**config.mk**
```make
export PLATFORM = sky130hd
export DESIGN_NAME = fwd_hazard_unit
export DESIGN_NICKNAME = d
export VERILOG_FILES = /design/src/rtl/fwd_hazard_unit.sv
export SDC_FILE = /design/constraint.sdc
export NUM_CORES = 1
export LEC_CHECK = 0
export CORE_MARGIN = 1
export CORE_UTILIZATION = 40
export DETAILED_ROUTE_END_ITERATION = 7
export GPL_TIMING_DRIVEN = 0
export PLACE_DENSITY = 0.71
export RECOVER_POWER = 100
export SLEW_MARGIN = 15
export SYNTH_ARGS = -nofsm -noshare
export SYNTH_HDL_FRONTEND = slang
export SYNTH_SLANG_ARGS = --single-unit
```
**constraint.sdc**
```tcl
create_clock -name clk -period 1.4 [get_ports clk]
set_input_delay 0.28 -clock clk [delete_from_list [all_inputs] [get_ports clk]]
set_output_delay 0.28 -clock clk [all_outputs]
set_load 0.01 [all_outputs]
```
**src/rtl/fwd_hazard_unit.sv**
```systemverilog
// Operand-forwarding select and load/ADDZ-use stall generation for the 16-bit pipeline.
// Tracks EX/MEM/WB destination tags and registers per-source forward selects for the EX stage.
module fwd_hazard_unit #(
    parameter int REG_W    = 4,
    parameter int ZERO_REG = 0
) (
    input  logic             clk,
    input  logic             rst_n,
    input  logic             hlt,
    input  logic             flush,
    input  logic             id_valid,
    input  logic [REG_W-1:0] id_src0,
    input  logic [REG_W-1:0] id_src1,
    input  logic             id_src0_used,
    input  logic             id_src1_used,
    input  logic [REG_W-1:0] id_dst,
    input  logic             id_reg_write,
    input  logic             id_mem_read,
    input  logic             id_addz,
    input  logic             ex_reg_write_final,
    output logic             stall,
    output logic             cntrl_src0_fwd,
    output logic             cntrl_src1_fwd,
    output logic             cntrl_src0_memex_fwd,
    output logic             cntrl_src1_memex_fwd
);

    localparam logic [REG_W-1:0] ZERO_IDX = REG_W'(ZERO_REG);

    // EX tag
    logic [REG_W-1:0] ex_dst_q, ex_dst_d;
    logic             ex_wr_q, ex_wr_d;
    logic             ex_load_q, ex_load_d;
    logic             ex_addz_q, ex_addz_d;
    // MEM and WB tags
    logic [REG_W-1:0] mem_dst_q, mem_dst_d;
    logic             mem_wr_q, mem_wr_d;
    logic [REG_W-1:0] wb_dst_q;
    logic             wb_wr_q;
    // Registered forward selects
    logic             src0_fwd_q, src0_fwd_d;
    logic             src1_fwd_q, src1_fwd_d;
    logic             src0_memex_q, src0_memex_d;
    logic             src1_memex_q, src1_memex_d;

    logic ex_match0, ex_match1, mem_match0, mem_match1;
    logic hazard, bubble;

    function automatic logic tag_match(
        input logic             wr,
        input logic [REG_W-1:0] dst,
        input logic [REG_W-1:0] src,
        input logic             used,
        input logic             valid
    );
        return wr && (dst == src) && (src != ZERO_IDX) && used && valid;
    endfunction

    always_comb begin
        ex_match0  = tag_match(ex_wr_q,  ex_dst_q,  id_src0, id_src0_used, id_valid);
        ex_match1  = tag_match(ex_wr_q,  ex_dst_q,  id_src1, id_src1_used, id_valid);
        mem_match0 = tag_match(mem_wr_q, mem_dst_q, id_src0, id_src0_used, id_valid);
        mem_match1 = tag_match(mem_wr_q, mem_dst_q, id_src1, id_src1_used, id_valid);

        // ADDZ in EX has an unresolved write, so it stalls its consumers like a load does
        hazard = (ex_match0 || ex_match1) && (ex_load_q || ex_addz_q);
        bubble = hazard || flush;

        mem_dst_d = ex_dst_q;
        mem_wr_d  = ex_reg_write_final;

        ex_dst_d  = id_dst;
        ex_wr_d   = 1'b0;
        ex_load_d = 1'b0;
        ex_addz_d = 1'b0;

        src0_fwd_d   = 1'b0;
        src0_memex_d = 1'b0;
        src1_fwd_d   = 1'b0;
        src1_memex_d = 1'b0;

        if (!bubble) begin
            ex_wr_d   = id_reg_write && id_valid;
            ex_load_d = id_mem_read && id_valid;
            ex_addz_d = id_addz && id_valid;

            // Youngest producer wins: EX tag is checked before MEM tag
            if (ex_match0) begin
                src0_fwd_d   = 1'b1;
                src0_memex_d = 1'b1;
            end else if (mem_match0) begin
                src0_fwd_d   = 1'b1;
            end

            if (ex_match1) begin
                src1_fwd_d   = 1'b1;
                src1_memex_d = 1'b1;
            end else if (mem_match1) begin
                src1_fwd_d   = 1'b1;
            end
        end
    end

    always_ff @(posedge clk) begin
        if (!rst_n) begin
            ex_wr_q      <= 1'b0;
            ex_load_q    <= 1'b0;
            ex_addz_q    <= 1'b0;
            mem_wr_q     <= 1'b0;
            wb_wr_q      <= 1'b0;
            src0_fwd_q   <= 1'b0;
            src0_memex_q <= 1'b0;
            src1_fwd_q   <= 1'b0;
            src1_memex_q <= 1'b0;
        end else if (!hlt) begin
            ex_dst_q     <= ex_dst_d;
            ex_wr_q      <= ex_wr_d;
            ex_load_q    <= ex_load_d;
            ex_addz_q    <= ex_addz_d;
            mem_dst_q    <= mem_dst_d;
            mem_wr_q     <= mem_wr_d;
            wb_dst_q     <= mem_dst_q;
            wb_wr_q      <= mem_wr_q;
            src0_fwd_q   <= src0_fwd_d;
            src0_memex_q <= src0_memex_d;
            src1_fwd_q   <= src1_fwd_d;
            src1_memex_q <= src1_memex_d;
        end
    end

    // WB tag is kept only for debug visibility; the register file writes through
    logic unused_wb;
    assign unused_wb = ^{wb_dst_q, wb_wr_q};

    assign stall                = hazard;
    assign cntrl_src0_fwd       = src0_fwd_q;
    assign cntrl_src1_fwd       = src1_fwd_q;
    assign cntrl_src0_memex_fwd = src0_memex_q;
    assign cntrl_src1_memex_fwd = src1_memex_q;

endmodule

```
==> results.md, run 1 <==
• **final setup TNS** -3300 ps
• **combinational cell fraction of total power** 19.1%
• **synthesized area per cell** 11.12 um2
• **I/O Buffers** 26
• **final hold viol count** 0
• **unrepaired setup endpoints after global routing** yes
• **number of primary I/O pins** 28
• **pwr/cell area** 765.3 mW/mm2
• **most common cell after layout, fill and taps aside** clkdlybuf4s50_1
• **worst-path fanout max** 3
• **TritonCTS Buffers** 3
• **upper clock frequency limit** 501.4 MHz
• **drc violations** 0
• **number of nets in the finished design** 140
• **arrival time of the worst setup path** 1710 ps
• **worst clock skew on the final layout** 3.849 ps
• **worst hold path class** primary input to flip-flop
• **cell types with the largest area share after synthesis** edfxtp_1 (27%), dfxtp_1 (18%), xor2_1 (11%)
• **total routing resource utilization after global routing** 17.26%
• **area post-placement** 0.001184 mm2
• **cell taking the most area after synthesis** edfxtp_1
• **depth of the worst register-to-register path** 7
• **CP Launch Type** flip-flop
• **wire length after detailed routing** 1826 um
• **final setup slack of the worst path** -594.4 ps
• **area enclosed by the die boundary** 0.002387 mm2
• **layout cells sized above 1** 19.83%
• **post-synth top area share** 27.35%
• **Core ar.** 0.002022 mm2
• **transition at the pin with the smallest max-transition slack** 463.9 ps
• **Net Switching** 0.2523 mW
• **Worst Setup EP** stall
• **Worst R2R Start** ex_dst_q[1]
• **Bufs on Longest Clock Path** 2
• **CP endpoint kind** output port
• **number of placement rows** 16
• **most frequent cells in the layout** clkdlybuf4s50_1 (12), xor2_1 (10), nand2_1 (9)
• **failing checks** setup timing
• **Inserted Diodes** 0
• **floorplan die width** 48.86 um
• **post-layout instance count excluding filler cells** 143
• **number of iterations in the first detailed-routing pass** 4
• **max_slew headroom** 69.07%
• **final worst path period share** 142.5%
• **Remaining Overflow, GRT** 0
• **number of standard cells after synthesis** 79
• **final design instance area without fill** 0.001261 mm2
• **H-tree depth** 1
• **count of maximum capacitance violations** 0
• **library cell used as clock root buffer** clkbuf_4
• **global-route wire length before repair** 3146 um
• **Max rail drop VDD** 0.0005434 V
• **Net Sw Frac** 26.14%
• **Routed wire per std cell** 12.77 um
• **number of clock sinks** 16
• **clk_lat worst skew** 290 ps
• **weighted congestion at the end of routability-driven global placement** 0.7909
• **outcome** complete, but fails checks
• **die height** 48.86 um
• **total number of vias** 695
• **worst setup path class** flip-flop to output port
• **synthesized net count** 102
• **CTS tree** yes
• **worst setup path startpoint** ex_dst_q[1]
• **Static Leakage** 0.4717 nW
• **fill cell count** 181
• **total of warnings raised by yosys** 0
• **part of the Yosys area used for sequential elements** 45.58%
• **Area growth syn-to-layout** 43.59%
• **clock transition at the registers of the reported paths** 100 ps
• **Detailed Route Iter0 Violations** 12
• **cell area after technology mapping** 878.3 um2
• **Slew Viols, Final** 0
• **register bit count reported by yosys** 16
• **antenna violations before repair** 0
• **post-detailed-route via-to-cell ratio** 4.860
• **setup-violating endpoint count in the final report** 16
• **clock period minus final worst setup slack** 1994 ps
• **internal cell power** 0.7129 mW
• **portion of total power attributed to sequential cells** 54.3%
• **via count of the first global-routing pass** 684
• **clock network fraction of design power** 26.6%
• **DPL Wire Length** 1380 um
• **worst r2r dst** cntrl_src0_memex_fwd
• **flop-to-flop setup slack** -350 ps
• **initial standard-cell utilization of the core** 43.44%
• **Final ANT Viol Nets** 0
• **critical path data required time** 1120 ps
• **total placed cells including tap cells** 132
• **largest net degree at the start of global routing** 11
• **number of distinct library cells after synthesis** 29
==> through the flow <==
step,setup WS [ps],util [%],total power [mW],hold slack [ps]
after floorplan,-126.7,-,0.6157,378.9
after global placement,-1107,58.54,0.7051,481.9
after detailed placement,-1100,58.54,0.7094,494.8
after CTS,-639.8,61.76,0.9667,339.8
after global routing,-766.7,62.38,1.007,333.3
final,-594.4,62.38,0.9652,335.3
==> power groups by stage <==
| stage | clock network [mW] | registers (mW) | logic (mW) |
|---|---|---|---|
| floorplan | 0 | 0.532 | 0.0837 |
| global placement | 0 | 0.536 | 0.169 |
| detailed placement | 0 | 0.537 | 0.173 |
| CTS | 0.256 | 0.524 | 0.187 |
| global route | 0.281 | 0.526 | 0.200 |
| finish | 0.256 | 0.524 | 0.185 |
==> cells by family (layout without fill, tap and decap cells) <==
logic type / Yosys count / after routing / share of synthesized area (%)
AO/OA/AOI/OAI: 13 / 13 / 15.53
buffers and inverters: 4 / 41 / 1.851
AND/OR/NAND/NOR: 29 / 29 / 19.94
XOR/XNOR: 16 / 16 / 15.95
flip-flops: 16 / 16 / 45.58
multiplexers: 1 / 1 / 1.140
==> worst min path at each step <==
stage / cells after the start / to / startpoint
after floorplan: 0 / ex_dst_q[0] / id_dst[0]
after global placement: 2 / cntrl_src1_fwd / cntrl_src1_fwd
after detailed placement: 2 / ex_addz_q / ex_addz_q
after CTS: 2 / mem_wr_q / rst_n
after global routing: 2 / mem_wr_q / rst_n
final: 2 / mem_wr_q / rst_n
==> area by class of cell <==
type                            count  area (um2)  area share [%]
Buffer                              2       8.758          0.6944
Clock buffer                        3       22.52           1.786
Clock inverter                      1       3.754          0.2976
Inverter                            2       7.507          0.5952
Multi-Input combinational cell     59       483.0           38.29
Sequential cell                    16       400.4           31.75
Tap cell                           27       33.78           2.679
Timing Repair Buffer               33       301.5           23.91
==> critical path: stages, from the launching register on <==
cell      delay (ps)
edfxtp_1         470
xor2_1           200
nor4_2           330
nand2_1          140
a21oi_2          150
buf_2            140
==> metal layers <==
metal	wire (um)	track usage (%)
met5	0	0
met2	850	25.93
met3	71	4.050
met1	881	24.17
met4	22	5.882
==> sequential cells by signal, indices dropped and copies added (netlist names) <==
| name | flops |
|---|---|
| mem_dst_q | 4 |
| cntrl_src1_fwd | 1 |
| ex_dst_q | 4 |
| ex_wr_q | 1 |
| cntrl_src0_memex_fwd | 1 |
| ex_addz_q | 1 |
| mem_wr_q | 1 |
| cntrl_src0_fwd | 1 |
| cntrl_src1_memex_fwd | 1 |
| ex_load_q | 1 |
==> Yosys cell counts <==
master,n
a21oi_1,1
a31oi_1,1
a32oi_1,1
and2_1,2
buf_2,1
clkbuf_1,1
dfxtp_1,8
edfxtp_1,8
inv_1,2
mux2i_1,1
nand2_1,9
nand3_1,6
nand3_2,1
nand4_1,1
nor2_1,2
nor2b_1,3
nor3_1,1
nor4_1,1
nor4_2,1
nor4_4,1
o2111ai_4,1
o211ai_1,1
o21ai_0,3
o31ai_1,2
o31ai_2,2
o41ai_4,1
or4_4,1
xnor2_1,5
xor2_1,11
==> timing repair <==
item                                   4_1_cts  5_1_grt
setup endpoints to repair                   20        8
hold buffers                                 0        0
pin swaps                                    4        3
gates resized for setup                     13        4
endpoints found under the hold margin        0        0
buffers inserted                             6        1
Power figures use the tool's default switching activity.
==> inputs of run 2 (changes only) <==
Settings changed: CORE_MARGIN 1 to 5.
==> run 2 against run 1 <==
  * The run still ends with setup timing left
  * Utilization shrank 0.058 points
  * Setup slack lost 25 ps
  * First-iteration DRC count shrank 42%
  * Worst hold slack gained 7.7 ps
  * Via count grew 4.7%
  * Clock skew grew 0.66 ps
  * Register-to-register slack lost 260 ps
  * Power grew 6.6%
  * Sequential share of layout area shrank 1.8 points
  * Sequential power is essentially flat
  * Global-route usage shrank 4.0 points
  * Sequential cell count is the same
==> results.md, run 2 (synthesized netlist as in run 1, its figures left out) <==
• **outcome** complete, but fails checks, unchanged
• **failing checks** setup timing, unchanged
• **hold-critical path depth** 2, unchanged
• **library cell used as clock root buffer** clkbuf_4, unchanged
• **number of placement rows** 17, was 16
• **arrival time of the worst setup path** 1740 ps, was 1710 ps
• **TritonCTS Buffers** 3, unchanged
• **Hold Crit Endpoint** mem_wr_q, unchanged
• **critical path data required time** 1120 ps, about the same
• **depth of the worst register-to-register path** 9, was 7
• **area enclosed by the die boundary** 0.003233 mm2, was 0.002387 mm2
• **pwr/cell area** 768.2 mW/mm2, was 765.3 mW/mm2
• **CTS tree** yes, unchanged
• **weighted congestion at the end of routability-driven global placement** 0.7519, was 0.7909
• **max_slew headroom** 68.00%, was 69.07%
• **clock transition at the registers of the reported paths** 100 ps, about the same
• **flop-to-flop setup slack** -610 ps, was -350 ps
• **number of iterations in the first detailed-routing pass** 4, unchanged
• **layout cells sized above 1** 25.00%, was 19.83%
• **upper clock frequency limit** 495.2 MHz, was 501.4 MHz
• **H-tree depth** 1, unchanged
• **unrepaired setup endpoints after global routing** yes, unchanged
• **wire length after detailed routing** 1998 um, was 1826 um
• **Final ANT Viol Nets** 0, unchanged
• **Post-Route Hold Slack** 343.0 ps, was 335.3 ps
• **Bufs on Longest Clock Path** 2, unchanged
• **worst clock skew on the final layout** 4.513 ps, was 3.849 ps
• **Worst R2R Start** ex_dst_q[0], was ex_dst_q[1]
• **worst setup path class** flip-flop to output port, unchanged
• **post-layout instance count excluding filler cells** 148, was 143
• **clock period minus final worst setup slack** 2019 ps, was 1994 ps
• **largest net degree at the start of global routing** 11, unchanged
• **number of clock sinks** 16, unchanged
• **Area growth syn-to-layout** 52.42%, was 43.59%
• **post-detailed-route via-to-cell ratio** 4.919, was 4.860
• **total power after layout** 1.028 mW, was 0.9652 mW
• **Placement Setup Slack** -1100 ps, about the same
• **Static Leakage** 0.5094 nW, was 0.4717 nW
• **transition at the pin with the smallest max-transition slack** 477.9 ps, was 463.9 ps
• **count of maximum capacitance violations** 0, unchanged
• **final setup slack of the worst path** -619.5 ps, was -594.4 ps
• **Inserted Diodes** 0, unchanged
• **final hold viol count** 0, unchanged
• **number of nets in the finished design** 144, was 140
• **utilization after layout** 62.32%, was 62.38%
• **worst r2r dst** cntrl_src1_fwd, was cntrl_src0_memex_fwd
• **via count of the first global-routing pass** 693, was 684
• **Routed wire per std cell** 13.50 um, was 12.77 um
• **CP endpoint kind** output port, unchanged
• **clk_lat worst skew** 280 ps, was 290 ps
• **most frequent cells in the layout** clkdlybuf4s50_1 (11), xor2_1 (10), nand2_1 (9), was clkdlybuf4s50_1 (12), xor2_1 (10), nand2_1 (9)
• **DPL Wire Length** 1459 um, was 1380 um
• **die height** 56.86 um, was 48.86 um
• **Core ar.** 0.002148 mm2, was 0.002022 mm2
• **I/O Buffers** 26, unchanged
• **Slew Viols, Final** 0, unchanged
• **initial standard-cell utilization of the core** 40.89%, was 43.44%
• **floorplan die width** 56.86 um, was 48.86 um
• **global-route wire length before repair** 3277 um, was 3146 um
• **total area of multi-input combinational cells** 508.0 um2, was 483.0 um2
• **Detailed Route Iter0 Violations** 7, was 12
• **total number of vias** 728, was 695
• **most common cell after layout, fill and taps aside** clkdlybuf4s50_1, unchanged
• **drc violations** 0, unchanged
• **worst hold path class** primary input to flip-flop, unchanged
• **final worst path period share** 144.2%, was 142.5%
• **fill cell count** 180, was 181
• **area post-placement** 0.001185 mm2, was 0.001184 mm2
• **total placed cells including tap cells** 133, was 132
• **Max rail drop VDD** 0.0005990 V, was 0.0005434 V
• **Top Registers** ex_dst_q: 4 flops, mem_dst_q: 4 flops, unchanged
• **CP Launch Type** flip-flop, unchanged
• **setup-violating endpoint count in the final report** 16, unchanged
• **number of primary I/O pins** 28, unchanged
• **sequential cell area in the final layout** 400.4 um2, unchanged
• **total routing resource utilization after global routing** 13.22%, was 17.26%
• **worst-path fanout max** 2, was 3
• **Remaining Overflow, GRT** 0, unchanged
• **Worst Hold Launch** rst_n, unchanged
• **antenna violations before repair** 0, unchanged
• **final design instance area without fill** 0.001339 mm2, was 0.001261 mm2
• **final setup TNS** -4456 ps, was -3300 ps
==> run 2: where the power goes <==
part	internal, mW	total [mW]	switching, mW	leakage [nW]
Combinational	0.107	0.196	0.0890	0.349
Sequential	0.510	0.524	0.0145	0.140
Clock	0.158	0.308	0.150	0.0210
==> run 2: worst max-delay path, stage by stage, from the launching register on <==
cell and delay (ps):
edfxtp_1 440, buf_6 150, xor2_1 170, nor4_4 290
nand3_2 120, a21oi_2 140, buf_2 150
==> run 2: repair_timing <==
item / 4_1_cts / 5_1_grt
endpoints found under the setup margin: 20 / 8
buffers inserted: 12 / 4
gates cloned: 0 / 0
resized for setup: 17 / 10
pin swaps: 9 / 9
hold buffers: 0 / 0
==> run 2: layout make-up <==
| type | count | share of cell area, % |
|---|---|---|
| multi-input cells | 59 | 37.94 |
| flip-flops and latches | 16 | 29.91 |
| repair buffers | 37 | 25.51 |
| clock buffers | 4 | 2.710 |
| well taps | 28 | 2.617 |
| plain buffers | 2 | 0.7477 |
| inverters | 2 | 0.5607 |
==> run 2: how the worst max path moves through the flow <==
stage | startpoint | to | slack (ps) | depth (start not counted)
floorplan | ex_dst_q[1] | cntrl_src1_fwd | -130 | 5
global placement | id_src0[1] | stall | -1090 | 6
detailed placement | id_src0[1] | stall | -1100 | 6
CTS | ex_dst_q[3] | stall | -650 | 6
global route | ex_dst_q[1] | stall | -780 | 5
finish | ex_dst_q[0] | stall | -620 | 6
==> run 2: metal layers <==
metal | share of wire (%) | track usage [%] | vias to the layer above
met5 | 0 | 0 | -
met4 | 0.45 | 2.980 | 0
met3 | 4.8 | 4.598 | 2
met2 | 53 | 23.10 | 18
met1 | 41 | 15.47 | 342
li1 | - | - | 366
==> inputs of run 3 (changes only) <==
Settings changed: TNS_END_PERCENT set to 1.
==> run 3 against run 2 <==
  * The run still ends with setup timing left
  * Final cell count down 3.4%
  * Clock skew rose by 3.0 ps
  * Critical path depth unchanged
  * Setup slack better by 54 ps
  * Critical endpoint unchanged
  * Global-route usage is 0.18 points lower
  * Wire length decreased by 5.1%
  * Final area shrank 5.0%
  * Clock power grew 3%
  * Combinational power shrank 8%
  * Count of clock-buffer cells in the layout unchanged
  * Worst hold slack worse by 5.0 ps
==> results.md, run 3 (synthesized netlist as in run 1, its figures left out) <==
• **arrival time of the worst setup path** 1690 ps, was 1740 ps
• **clk_lat worst skew** 290 ps, was 280 ps
• **crit path max-delay cell type** clkdlybuf4s50_1, was edfxtp_1
• **cts-stage hold buffer count** 0, unchanged
• **Final ANT Viol Nets** 0, unchanged
• **die height** 56.86 um, unchanged
• **Hold Crit Endpoint** mem_wr_q, unchanged
• **upper clock frequency limit** 508.9 MHz, was 495.2 MHz
• **number of nets in the finished design** 139, was 144
• **TritonCTS Buffers** 3, unchanged
• **failing checks** setup timing, unchanged
• **number of iterations in the first detailed-routing pass** 4, unchanged
• **pwr/cell area** 804.7 mW/mm2, was 768.2 mW/mm2
• **Net Sw Frac** 25.02%, was 24.62%
• **final design instance area without fill** 0.001271 mm2, was 0.001339 mm2
• **floorplan die width** 56.86 um, unchanged
• **Net Switching** 0.2560 mW, was 0.2532 mW
• **number of clock sinks** 16, unchanged
• **worst r2r dst** cntrl_src0_memex_fwd, was cntrl_src1_fwd
• **number of primary I/O pins** 28, unchanged
• **worst setup path class** primary input to output port, was flip-flop to output port
• **critical path data required time** 1120 ps, about the same
• **area post-placement** 0.001185 mm2, unchanged
• **flop-to-flop setup slack** -400 ps, was -610 ps
• **antenna violations before repair** 0, unchanged
• **H-tree depth** 1, unchanged
• **library cell used as clock root buffer** clkbuf_4, unchanged
• **transition at the pin with the smallest max-transition slack** 476.6 ps, was 477.9 ps
• **wire length after detailed routing** 1896 um, was 1998 um
• **Bufs on Longest Clock Path** 2, unchanged
• **hold-critical path depth** 2, unchanged
• **outcome** complete, but fails checks, unchanged
• **Worst R2R Start** ex_dst_q[0], unchanged
• **drc violations** 0, unchanged
• **final setup slack of the worst path** -565.0 ps, was -619.5 ps
• **final hold viol count** 0, unchanged
• **number of placement rows** 17, unchanged
• **Core ar.** 0.002148 mm2, unchanged
• **CP Launch Type** primary input, was flip-flop
• **CTS tree** yes, unchanged
• **worst-path cell chain** clkdlybuf4s50_1, xor2_1, nor4_2, nand2_1, a21oi_2, buf_2, was buf_6, xor2_1, nor4_4, nand3_2, a21oi_2, buf_2
• **depth of the worst register-to-register path** 8, was 9
• **largest net degree at the start of global routing** 11, unchanged
• **unrepaired setup endpoints after global routing** yes, unchanged
• **clock transition at the registers of the reported paths** 110 ps, was 100 ps
• **Inserted Diodes** 0, unchanged
• **most common cell after layout, fill and taps aside** clkdlybuf4s50_1, unchanged
• **area enclosed by the die boundary** 0.003233 mm2, unchanged
• **weighted congestion at the end of routability-driven global placement** 0.7527, was 0.7519
• **crit-path max cell delay** 510 ps, was 440 ps
• **clock network fraction of design power** 31.0%, was 29.9%
• **via count of the first global-routing pass** 724, was 693
• **fill cell count** 195, was 180
• **count of maximum capacitance violations** 0, unchanged
• **combinational cell fraction of total power** 17.6%, was 19.1%
• **Worst Hold Launch** rst_n, unchanged
• **family with the most delay on the worst path** buffers and inverters, was flip-flops
• **Slew Viols, Final** 0, unchanged
• **layout cells sized above 1** 20.00%, was 25.00%
• **Area growth syn-to-layout** 44.73%, was 52.42%
• **final worst path period share** 140.4%, was 144.2%
• **Routed wire per std cell** 13.26 um, was 13.50 um
• **internal cell power** 0.7670 mW, was 0.7753 mW
• **Remaining Overflow, GRT** 0, unchanged
• **portion of total power attributed to sequential cells** 51.3%, was 51.0%
• **Top Registers** ex_dst_q: 4 flops, mem_dst_q: 4 flops, unchanged
• **setup-violating endpoint count in the final report** 16, unchanged
• **CP endpoint kind** output port, unchanged
• **worst-path fanout max** 3, was 2
• **Max rail drop VDD** 0.0007036 V, was 0.0005990 V
• **max_slew headroom** 68.23%, was 68.00%
• **total routing resource utilization after global routing** 13.04%, was 13.22%
• **clock period minus final worst setup slack** 1965 ps, was 2019 ps
• **Placement Setup Slack** -1166 ps, was -1100 ps
• **DPL Wire Length** 1522 um, was 1459 um
• **buffers and inverters on the worst path** 2, unchanged
• **worst hold path class** primary input to flip-flop, unchanged
• **Static Leakage** 0.4744 nW, was 0.5094 nW
• **initial standard-cell utilization of the core** 40.89%, unchanged
• **total number of vias** 713, was 728
• **most frequent cells in the layout** clkdlybuf4s50_1 (13), xor2_1 (10), nand2_1 (9), was clkdlybuf4s50_1 (11), xor2_1 (10), nand2_1 (9)
• **Post-Route Hold Slack** 338.0 ps, was 343.0 ps
• **worst clock skew on the final layout** 7.530 ps, was 4.513 ps
• **post-detailed-route via-to-cell ratio** 4.986, was 4.919
• **global-route wire length before repair** 3236 um, was 3277 um
• **I/O Buffers** 26, unchanged
• **Detailed Route Iter0 Violations** 9, was 7
==> run 3: changes by cell type in the layout (fill, tap and decap cells not counted), sizes merged <==
cell and delta:
buf -4, clkbuf -1, clkdlybuf4s50 +2, dlygate4sd2 -2
==> run 3: worst register-to-register path: stages, from the launching register on <==
cell and delay, ps:
edfxtp_1 470, xor2_1 200, nor4_2 310, nand2_1 130, buf_4 150, buf_6 100
buf_6 100, o31ai_1 170, and2_1 140
==> run 3: worst max path at each step <==
stage / start / end / slack, ps / cells after the start
2_1_floorplan: ex_dst_q[1] / cntrl_src1_fwd / -130 / 5
3_3_place_gp: id_src0[3] / stall / -1090 / 6
3_5_place_dp: id_src0[3] / stall / -1170 / 6
4_1_cts: ex_dst_q[1] / stall / -590 / 5
5_1_grt: ex_dst_q[0] / stall / -690 / 5
6_report: id_src0[0] / stall / -570 / 6
==> run 3: power groups by stage <==
stage | clock [mW] | sequential (mW) | combinational, mW
after floorplan | 0 | 0.532 | 0.0837
after global placement | 0 | 0.537 | 0.168
after detailed placement | 0 | 0.537 | 0.172
after CTS | 0.321 | 0.526 | 0.182
after global routing | 0.351 | 0.528 | 0.196
final | 0.317 | 0.525 | 0.180
==> run 3: metal layers <==
metal	track usage (%)	up-vias	wire length, um
li1	-	361	-
met1	15.49	331	780
met2	21.78	19	993
met3	4.138	2	108
met4	4.967	0	14
met5	0	-	0
==> run 3: cell type report <==
class                      count  area (um2)  area share [%]
multi-input combinational     59       480.5           37.80
sequential                    16       400.4           31.50
timing repair buffer          32       302.8           23.82
clock buffer                   4       36.28           2.854
tap                           28       35.03           2.756
buffer                         2       8.758          0.6890
inverter                       2       7.507          0.5906
==> run 3: what timing repair did <==
action / 4_1_cts / 5_1_grt
setup endpoints to repair: 20 / 8
resized for setup: 14 / 1
setup buffers: 6 / 1
pin swaps: 7 / 1
==> run 3: through the flow <==
stage	power [mW]	instances	TNS (ps)	util [%]
3_3_place_gp	0.7052	133	-9389	55.15
4_1_cts	1.029	142	-3093	58.71
5_1_grt	1.075	143	-4674	59.17
2_1_floorplan	0.6157	79	-804.2	-
6_report	1.023	143	-3184	59.17
3_5_place_dp	0.7091	133	-9720	55.15
